--- src/rtl/sha2_msg_pad.sv ---
// rtl/sha2_msg_pad.sv - SHA-256 message padder (forward, 0x80, zero fill, 64-bit length)
// Optional byte-mask checking enabled by defining SHA2_MSG_PAD_MASK_CHK_EN.
module sha2_msg_pad #(
    parameter int unsigned LenW = 64
) (
    input  logic            clk_i,
    input  logic            rst_ni,
    input  logic            sha_en_i,
    input  logic            hash_start_i,
    input  logic            hash_process_i,
    input  logic [LenW-1:0] message_length_i,
    input  logic            fifo_rvalid_i,
    input  logic [31:0]     fifo_rdata_i,
    input  logic [3:0]      fifo_rmask_i,
    output logic            fifo_rready_o,
    output logic            shaf_rvalid_o,
    output logic [31:0]     shaf_rdata_o,
    input  logic            shaf_rready_i,
    output logic            pad_done_o,
    output logic            err_mask_o
);

    typedef enum logic [1:0] {
        ST_IDLE,
        ST_PASS,
        ST_PAD00,
        ST_LENLO
    } state_e;

    state_e          state_q, state_d;
    logic [LenW-1:0] tx_cnt_q, tx_cnt_d;
    logic            proc_flag_q, proc_flag_d;

    logic [63:0]     len64;
    logic [3:0]      idx;
    logic [1:0]      tail_bytes;
    logic            partial_end;
    logic            aligned_end;
    logic [31:0]     pad_word;
    logic            xfer;

    logic            fifo_rready_c;
    logic            shaf_rvalid_c;
    logic [31:0]     shaf_rdata_c;
    logic            pad_done_c;

    assign len64      = 64'(message_length_i);
    assign idx        = tx_cnt_q[8:5];
    assign tail_bytes = message_length_i[4:3];

    // The final-word decision uses only the registered process flag, so a
    // process pulse coinciding with a full-word transfer never truncates it.
    assign partial_end = proc_flag_q && (tail_bytes != 2'd0) &&
                         (tx_cnt_q[LenW-1:5] == message_length_i[LenW-1:5]);
    assign aligned_end = proc_flag_q && (tail_bytes == 2'd0) &&
                         (tx_cnt_q == message_length_i);

    // Byte count of the last word comes from the length, never from the mask.
    always_comb begin
        pad_word = fifo_rdata_i;
        case (tail_bytes)
            2'd1:    pad_word = {fifo_rdata_i[31:24], 24'h800000};
            2'd2:    pad_word = {fifo_rdata_i[31:16], 16'h8000};
            2'd3:    pad_word = {fifo_rdata_i[31:8], 8'h80};
            default: pad_word = fifo_rdata_i;
        endcase
    end

    always_comb begin
        state_d       = state_q;
        tx_cnt_d      = tx_cnt_q;
        proc_flag_d   = proc_flag_q | hash_process_i;
        fifo_rready_c = 1'b0;
        shaf_rvalid_c = 1'b0;
        shaf_rdata_c  = 32'h0;
        pad_done_c    = 1'b0;
        xfer          = 1'b0;

        case (state_q)
            ST_IDLE: begin
                if (hash_start_i) begin
                    state_d  = ST_PASS;
                    tx_cnt_d = '0;
                end
            end
            ST_PASS: begin
                if (aligned_end) begin
                    shaf_rvalid_c = 1'b1;
                    shaf_rdata_c  = 32'h8000_0000;
                end else begin
                    shaf_rvalid_c = fifo_rvalid_i;
                    shaf_rdata_c  = partial_end ? pad_word : fifo_rdata_i;
                    fifo_rready_c = shaf_rready_i;
                end
                xfer = shaf_rvalid_c && shaf_rready_i;
                if (xfer && (aligned_end || partial_end)) begin
                    state_d = ST_PAD00;
                end
            end
            ST_PAD00: begin
                shaf_rvalid_c = 1'b1;
                shaf_rdata_c  = (idx == 4'd14) ? len64[63:32] : 32'h0;
                xfer          = shaf_rready_i;
                if (xfer && (idx == 4'd14)) begin
                    state_d = ST_LENLO;
                end
            end
            ST_LENLO: begin
                shaf_rvalid_c = 1'b1;
                shaf_rdata_c  = len64[31:0];
                xfer          = shaf_rready_i;
                if (xfer) begin
                    pad_done_c = 1'b1;
                    state_d    = ST_IDLE;
                end
            end
            default: begin
                state_d = ST_IDLE;
            end
        endcase

        if (xfer) begin
            tx_cnt_d = tx_cnt_q + LenW'(32);
        end

        if (hash_start_i && (state_q != ST_IDLE)) begin
            state_d     = ST_PASS;
            tx_cnt_d    = '0;
            proc_flag_d = hash_process_i;
        end

        if (state_d == ST_IDLE) begin
            proc_flag_d = 1'b0;
        end

        // Disable overrides everything, including a pending pad_done.
        if (!sha_en_i) begin
            state_d       = ST_IDLE;
            tx_cnt_d      = '0;
            proc_flag_d   = 1'b0;
            fifo_rready_c = 1'b0;
            shaf_rvalid_c = 1'b0;
            shaf_rdata_c  = 32'h0;
            pad_done_c    = 1'b0;
        end
    end

    always_ff @(posedge clk_i) begin
        if (!rst_ni) begin
            state_q     <= ST_IDLE;
            tx_cnt_q    <= '0;
            proc_flag_q <= 1'b0;
        end else begin
            state_q     <= state_d;
            tx_cnt_q    <= tx_cnt_d;
            proc_flag_q <= proc_flag_d;
        end
    end

    assign fifo_rready_o = fifo_rready_c;
    assign shaf_rvalid_o = shaf_rvalid_c;
    assign shaf_rdata_o  = shaf_rdata_c;
    assign pad_done_o    = pad_done_c;

`ifdef SHA2_MSG_PAD_MASK_CHK_EN
    logic [3:0] exp_mask;
    logic       err_mask_c;

    always_comb begin
        exp_mask = 4'b1111;
        if (partial_end) begin
            case (tail_bytes)
                2'd1:    exp_mask = 4'b1000;
                2'd2:    exp_mask = 4'b1100;
                2'd3:    exp_mask = 4'b1110;
                default: exp_mask = 4'b1111;
            endcase
        end
        err_mask_c = (state_q == ST_PASS) && fifo_rvalid_i && fifo_rready_c &&
                     (fifo_rmask_i != exp_mask);
    end

    assign err_mask_o = err_mask_c;
`else
    logic unused_rmask;

    assign unused_rmask = ^fifo_rmask_i;
    assign err_mask_o   = 1'b0;
`endif

endmodule

--- config.mk ---
export PLATFORM = sky130hd
export DESIGN_NAME = sha2_msg_pad
export DESIGN_NICKNAME = d
export VERILOG_FILES = /design/src/rtl/sha2_msg_pad.sv
export SDC_FILE = /design/constraint.sdc
export NUM_CORES = 1
export LEC_CHECK = 0
export CELL_PAD_IN_SITES_DETAIL_PLACEMENT = 0
export CELL_PAD_IN_SITES_GLOBAL_PLACEMENT = 1
export CORE_UTILIZATION = 35
export CTS_CLUSTER_SIZE = 10
export DETAILED_ROUTE_END_ITERATION = 6
export DONT_BUFFER_PORTS = 1
export GPL_TIMING_DRIVEN = 0
export MAX_ROUTING_LAYER = met4
export PLACE_DENSITY_LB_ADDON = 0.1
export SLEW_MARGIN = 0
export SYNTH_ARGS = -nofsm -noshare
export SYNTH_HDL_FRONTEND = slang
export SYNTH_SLANG_ARGS = --single-unit
--- constraint.sdc ---
create_clock -name clk_i -period 4.7 [get_ports clk_i]
set_input_delay 0.47 -clock clk_i [delete_from_list [all_inputs] [get_ports clk_i]]
set_output_delay 0.47 -clock clk_i [all_outputs]
set_load 0.01 [all_outputs]
# ---- Word level (Yosys, flattened, before mapping)
# Cells that the tools add are included.
dict set report totals {
  out_inout_bits 36
  elab_cells 64
  inputBits 107
  regBits 67
}
dict set report classes {
  mux 27
  reduce_logical 21
  bitwise 3
  n_eq_ne 9
  add_sub_neg 1
}
# cell count
set ops {}
lappend ops {{$mux 64} 3}
lappend ops {{$mux 32} 3}
lappend ops {{$pmux 32 s3} 1}
lappend ops {{$pmux 24 s3} 1}
lappend ops {{$add 64x6->64 const B} 1}
lappend ops {{$eq 64x64->1} 1}
lappend ops {{$eq 59x59->1} 1}
lappend ops {{$mux 24} 1}
lappend ops {{$mux 1} 10}
lappend ops {{$mux 2} 5}
lappend ops {{$eq 2x2->1 const B} 4}
lappend ops {{$logic_and 1x1->1} 8}
lappend ops {{$pmux 2 s4} 1}
lappend ops {{$reduce_bool 2->1} 4}
lappend ops {{$logic_not 2->1} 3}
lappend ops {{$reduce_or 3->1} 2}
lappend ops {{$eq 2x1->1 const B} 2}
lappend ops {{$eq 4x4->1 const B} 1}
lappend ops {{$pmux 1 s2} 2}
lappend ops {{$reduce_and 2->1} 2}
lappend ops {{$not 1->1} 2}
lappend ops {{$reduce_or 2->1} 1}
lappend ops {{$logic_or 1x1->1} 1}
lappend ops {{$or 1x1->1} 1}

# ---- Logic depth before layout (Yosys ltp)
dict set report logic_depth {
  word_depth 12
  depth_mapped 10
  depth_no_buf 7
}

# ---- Worst setup path before layout
# Ideal clock, no wire load.
dict set report synth_path {
  path_kind {input to output}
  start {in message_length_i[4]}
  end {out shaf_rdata_o[7]}
  setup_slack_ps 1377
  t_arrival_ps 2853
  path_buffers 1
  stages 8
  t_required_ps 4230
  path_cell_list {or2_1 or4_1 or4_4 nor4_4 nor3b_1 and3_1 clkbuf_1 a211o_1}
}
dict set report synth_via {
  elab_chain_len 7
  elab_cells_between_ends 15
  classes_between {eq/ne: 4; mux: 5; reduce/logical: 6}
}
# item line
set synth_lines {}
lappend synth_lines {{start: declaration} 11} ;# input logic [LenW-1:0] message_length_i,
lappend synth_lines {{parallel branches: the longest is 4 deep, another holds $pmux 24 s3} --}
lappend synth_lines {{$mux 32 *} 87} ;# if (aligned_end) begin
lappend synth_lines {{$pmux 32 s3 *} 79} ;# case (state_q)
lappend synth_lines {{$mux 32 *} 137} ;# if (!sha_en_i) begin
lappend synth_lines {{end: declaration} 17} ;# output logic [31:0] shaf_rdata_o,
# Every way passes the cells marked *.

# ---- Final worst setup path
dict set report layout_path {
  start {reg tx_cnt_q[30]}
  end {out shaf_rdata_o[27]}
}
dict set report layout_via {
  elab_chain_len 5
}
# item line
set layout_lines {}
lappend layout_lines {{start: declaration} 31} ;# logic [LenW-1:0] tx_cnt_q, tx_cnt_d;
lappend layout_lines {{start signal: assignment} 155} ;# tx_cnt_q <= tx_cnt_d;
lappend layout_lines {{$eq 64x64->1} 56} ;# (tx_cnt_q == message_length_i);
lappend layout_lines {{$logic_and 1x1->1} 55} ;# assign aligned_end = proc_flag_q && (tail_bytes == 2'd0) &&
lappend layout_lines {{$mux 32} 87}
lappend layout_lines {{$pmux 32 s3} 79}
lappend layout_lines {{$mux 32} 137}
# Every way passes these cells.

==> impl_metrics.env <==
export IMPL_async_flop_share=0
export IMPL_synth_edff_count=0
export IMPL_drtIter0Drc=426
export IMPL_final_area_um2=5290
export IMPL_critPathLaunchType="flip-flop"
export IMPL_diodes=0
export IMPL_ctsLongestPathBuffers=2
export IMPL_grt_pass1_wl_mm=30.3
export IMPL_die_h_um=118
export IMPL_total_power_mw=1.42
export IMPL_synth_nets=713
export IMPL_wl_mm=20.9
export IMPL_switching_share=0.238
export IMPL_postRouteAntennaNets=0
export IMPL_clk_latency_ps=340
export IMPL_status="complete, no violations"
export IMPL_hp_class="primary input to flip-flop"
export IMPL_wl_per_cell_um=26.3
export IMPL_fmax_mhz=238
export IMPL_syn_area_um2=4720
export IMPL_via_per_inst=6.46
export IMPL_root_buffer="clkbuf_16"
export IMPL_hold_slack_ps=293
export IMPL_preCtsSetupSlack_ps=865
export IMPL_switchingPower_mw=0.337
export IMPL_comb_power_share=0.069
export IMPL_coreArea_um2=13200
export IMPL_crit_type="flip-flop to output pin"
export IMPL_nFillCells=1399
export IMPL_regArea_um2=1240
export IMPL_p_leak_nw=1.51
export IMPL_io_pin_count=143
export IMPL_maxSlewViolCount=0
export IMPL_grt_pass1_vias=4834
export IMPL_power_density_nw_per_um2=268
export IMPL_critical_path_max_fanout=10
export IMPL_fin_skew_ps=8.01
export IMPL_cts_sinks=62
export IMPL_finalCriticalPeriod_ps=4200
export IMPL_ys_seq_area_frac=0.263
export IMPL_ys_ff_latch=62
export IMPL_clk_transition_reported_paths_ps=60
export IMPL_drc=0
export IMPL_drt_pass1_iter_count=6
export IMPL_place_congestion=0.887
export IMPL_p_int_mw=1.08
export IMPL_cts_tree="done"
export IMPL_cts_resized_gates=0
export IMPL_fin_ws_ps=504
export IMPL_rows=42
export IMPL_yosys_warnings=0
export IMPL_multi_input_area_um2=3230
export IMPL_hold_violations=0
export IMPL_ir_drop_uv=129
export IMPL_required_ps=4230
export IMPL_ys_types=52
export IMPL_slew_headroom=0.262
export IMPL_fp_dieW_um=118
export IMPL_finalCritPeriodShare=0.893
export IMPL_initial_utilization=0.358
export IMPL_reg2reg_from="tx_cnt_q[12]$_SDFFE_PP0P_"
export IMPL_crit_arrival_ps=3730
export IMPL_seq_power_share=0.372
export IMPL_synth_flop_cell="dfxtp_1"
export IMPL_crit_path_end_kind="output pin"
export IMPL_drive_above_1_share=0.0710
export IMPL_reg2regPathDepth=8
export IMPL_syn_to_final_growth_pct=12.0
export IMPL_ctsHtreeMaxLevel=3
export IMPL_syn_avg_cell_area_um2=7.82
export IMPL_clkPwrFrac=0.559
export IMPL_placed_area_um2=4940
export IMPL_antenna_found_initial=0
export IMPL_hpwlAfterDp_mm=16.2
export IMPL_maxCapViolCount=0
export IMPL_ctsHoldBuffers=0
export IMPL_overflow=0
export IMPL_rsz0062_at_grt="no"
export IMPL_worstSetupEndpoint="shaf_rdata_o[27]"
export IMPL_netlist_instances=604
export IMPL_setup_viol_count_final=0
export IMPL_nNetsFinal=724
export IMPL_layout_cells_most_common_list="dfxtp_1, nand2_1, xnor2_1, nand4_1, clkbuf_1"
export IMPL_vias=5143
export IMPL_cp_startpoint="tx_cnt_q[30]$_SDFFE_PP0P_"
export IMPL_postCtsSetupBuffers=0
export IMPL_die_area_um2=14000
export IMPL_worst_pin_slew_ps=1100
export IMPL_final_common_cell="dfxtp_1"
export IMPL_tns_ps=0
export IMPL_ff2ff_setup_slack_ps=920
export IMPL_final_cells=796
export IMPL_grt_usage=0.304
export IMPL_post_route_util=0.401
export IMPL_io_buffers=0
export IMPL_grt_max_degree=13
export IMPL_dpl_cell_count=780
export IMPL_cts_buffers_inserted=9
export IMPL_reg2reg_to="tx_cnt_q[53]$_SDFFE_PP0P_"
logic make-up (layout without fill, tap and decap cells):
logic type      after synthesis  count (layout)  share of synthesized area
simple gates                253             253                      0.297
compound gates              146             146                      0.237
buf+inv                      64              80                     0.0522
flops                        62              62                      0.263
xor+xnor                     60              60                      0.111
mux                          16              16                     0.0339
fa+ha+maj                     2               2                    0.00530
other cells                   1               1                   0.000794
state kept, by name, summed over array words and instances, names as in the netlist:
register / flops
tx_cnt_q: 59
state_q: 2
proc_flag_q: 1
power groups by stage:
stage	combinational, mW	clock [mW]	sequential (mW)
after detailed placement	0.0945	0	0.538
final	0.0974	0.792	0.527
after global routing	0.103	0.823	0.527
after CTS	0.0950	0.796	0.527
after global placement	0.0950	0	0.538
after floorplan	0.0629	0	0.538
synthesized netlist by cell type (all sizes together) (5+ instances only):
cell     number  area share
dfxtp        62        0.26
nand2        54       0.043
xnor2        47       0.087
nand4        43       0.057
clkbuf       40       0.032
o211ai       32       0.052
nor2         31       0.025
a22oi        25       0.040
nand3        24       0.025
or4          24       0.039
o2bb2ai      21       0.039
inv          20       0.016
o31ai        19       0.030
or2          18       0.024
mux2i        16       0.034
nor4         16       0.024
o21ai        16       0.017
and3         14       0.019
xor2         13       0.024
nor3          9      0.0095
a21oi         7      0.0074
a222oi        7       0.015
o41ai         6       0.014
or3           5      0.0077
critical path: stages (launching register included):
cell and delay [ps]:
dfxtp_1 380, xnor2_1 400, nand4_1 170, or4_1 610
nor4_4 680, nor3b_1 270, clkbuf_1 370, a222oi_1 390
nor2_1 130
how the worst min path moves through the flow:
stage | end | startpoint | cells past startpoint
6_report | state_q[0]$_SDFF_PN0_ | hash_start_i | 2
5_1_grt | tx_cnt_q[62]$_SDFFE_PP0P_ | rst_ni | 2
4_1_cts | state_q[0]$_SDFF_PN0_ | hash_start_i | 2
3_5_place_dp | tx_cnt_q[62]$_SDFFE_PP0P_ | tx_cnt_q[62]$_SDFFE_PP0P_ | 2
3_3_place_gp | tx_cnt_q[62]$_SDFFE_PP0P_ | tx_cnt_q[62]$_SDFFE_PP0P_ | 2
2_1_floorplan | tx_cnt_q[63]$_SDFFE_PP0P_ | tx_cnt_q[63]$_SDFFE_PP0P_ | 2
metal layers:
layer  global-route usage  wire length [um]  up-vias
met1                0.387              8750     2459
li1                     -                 -     2335
met3               0.0874              2310       29
met4               0.0873               464        0
met5                    -                 0        -
met2                0.468              9380      320
layout make-up:
cell class / instances / area share
clock inverter: 7 / 0.0229
clock buffer: 9 / 0.0426
sequential: 62 / 0.235
inverter: 20 / 0.0142
multi-input combinational: 478 / 0.612
buffer: 44 / 0.0324
tap: 176 / 0.0416
No activity file was read; power rests on OpenSTA's default activity.
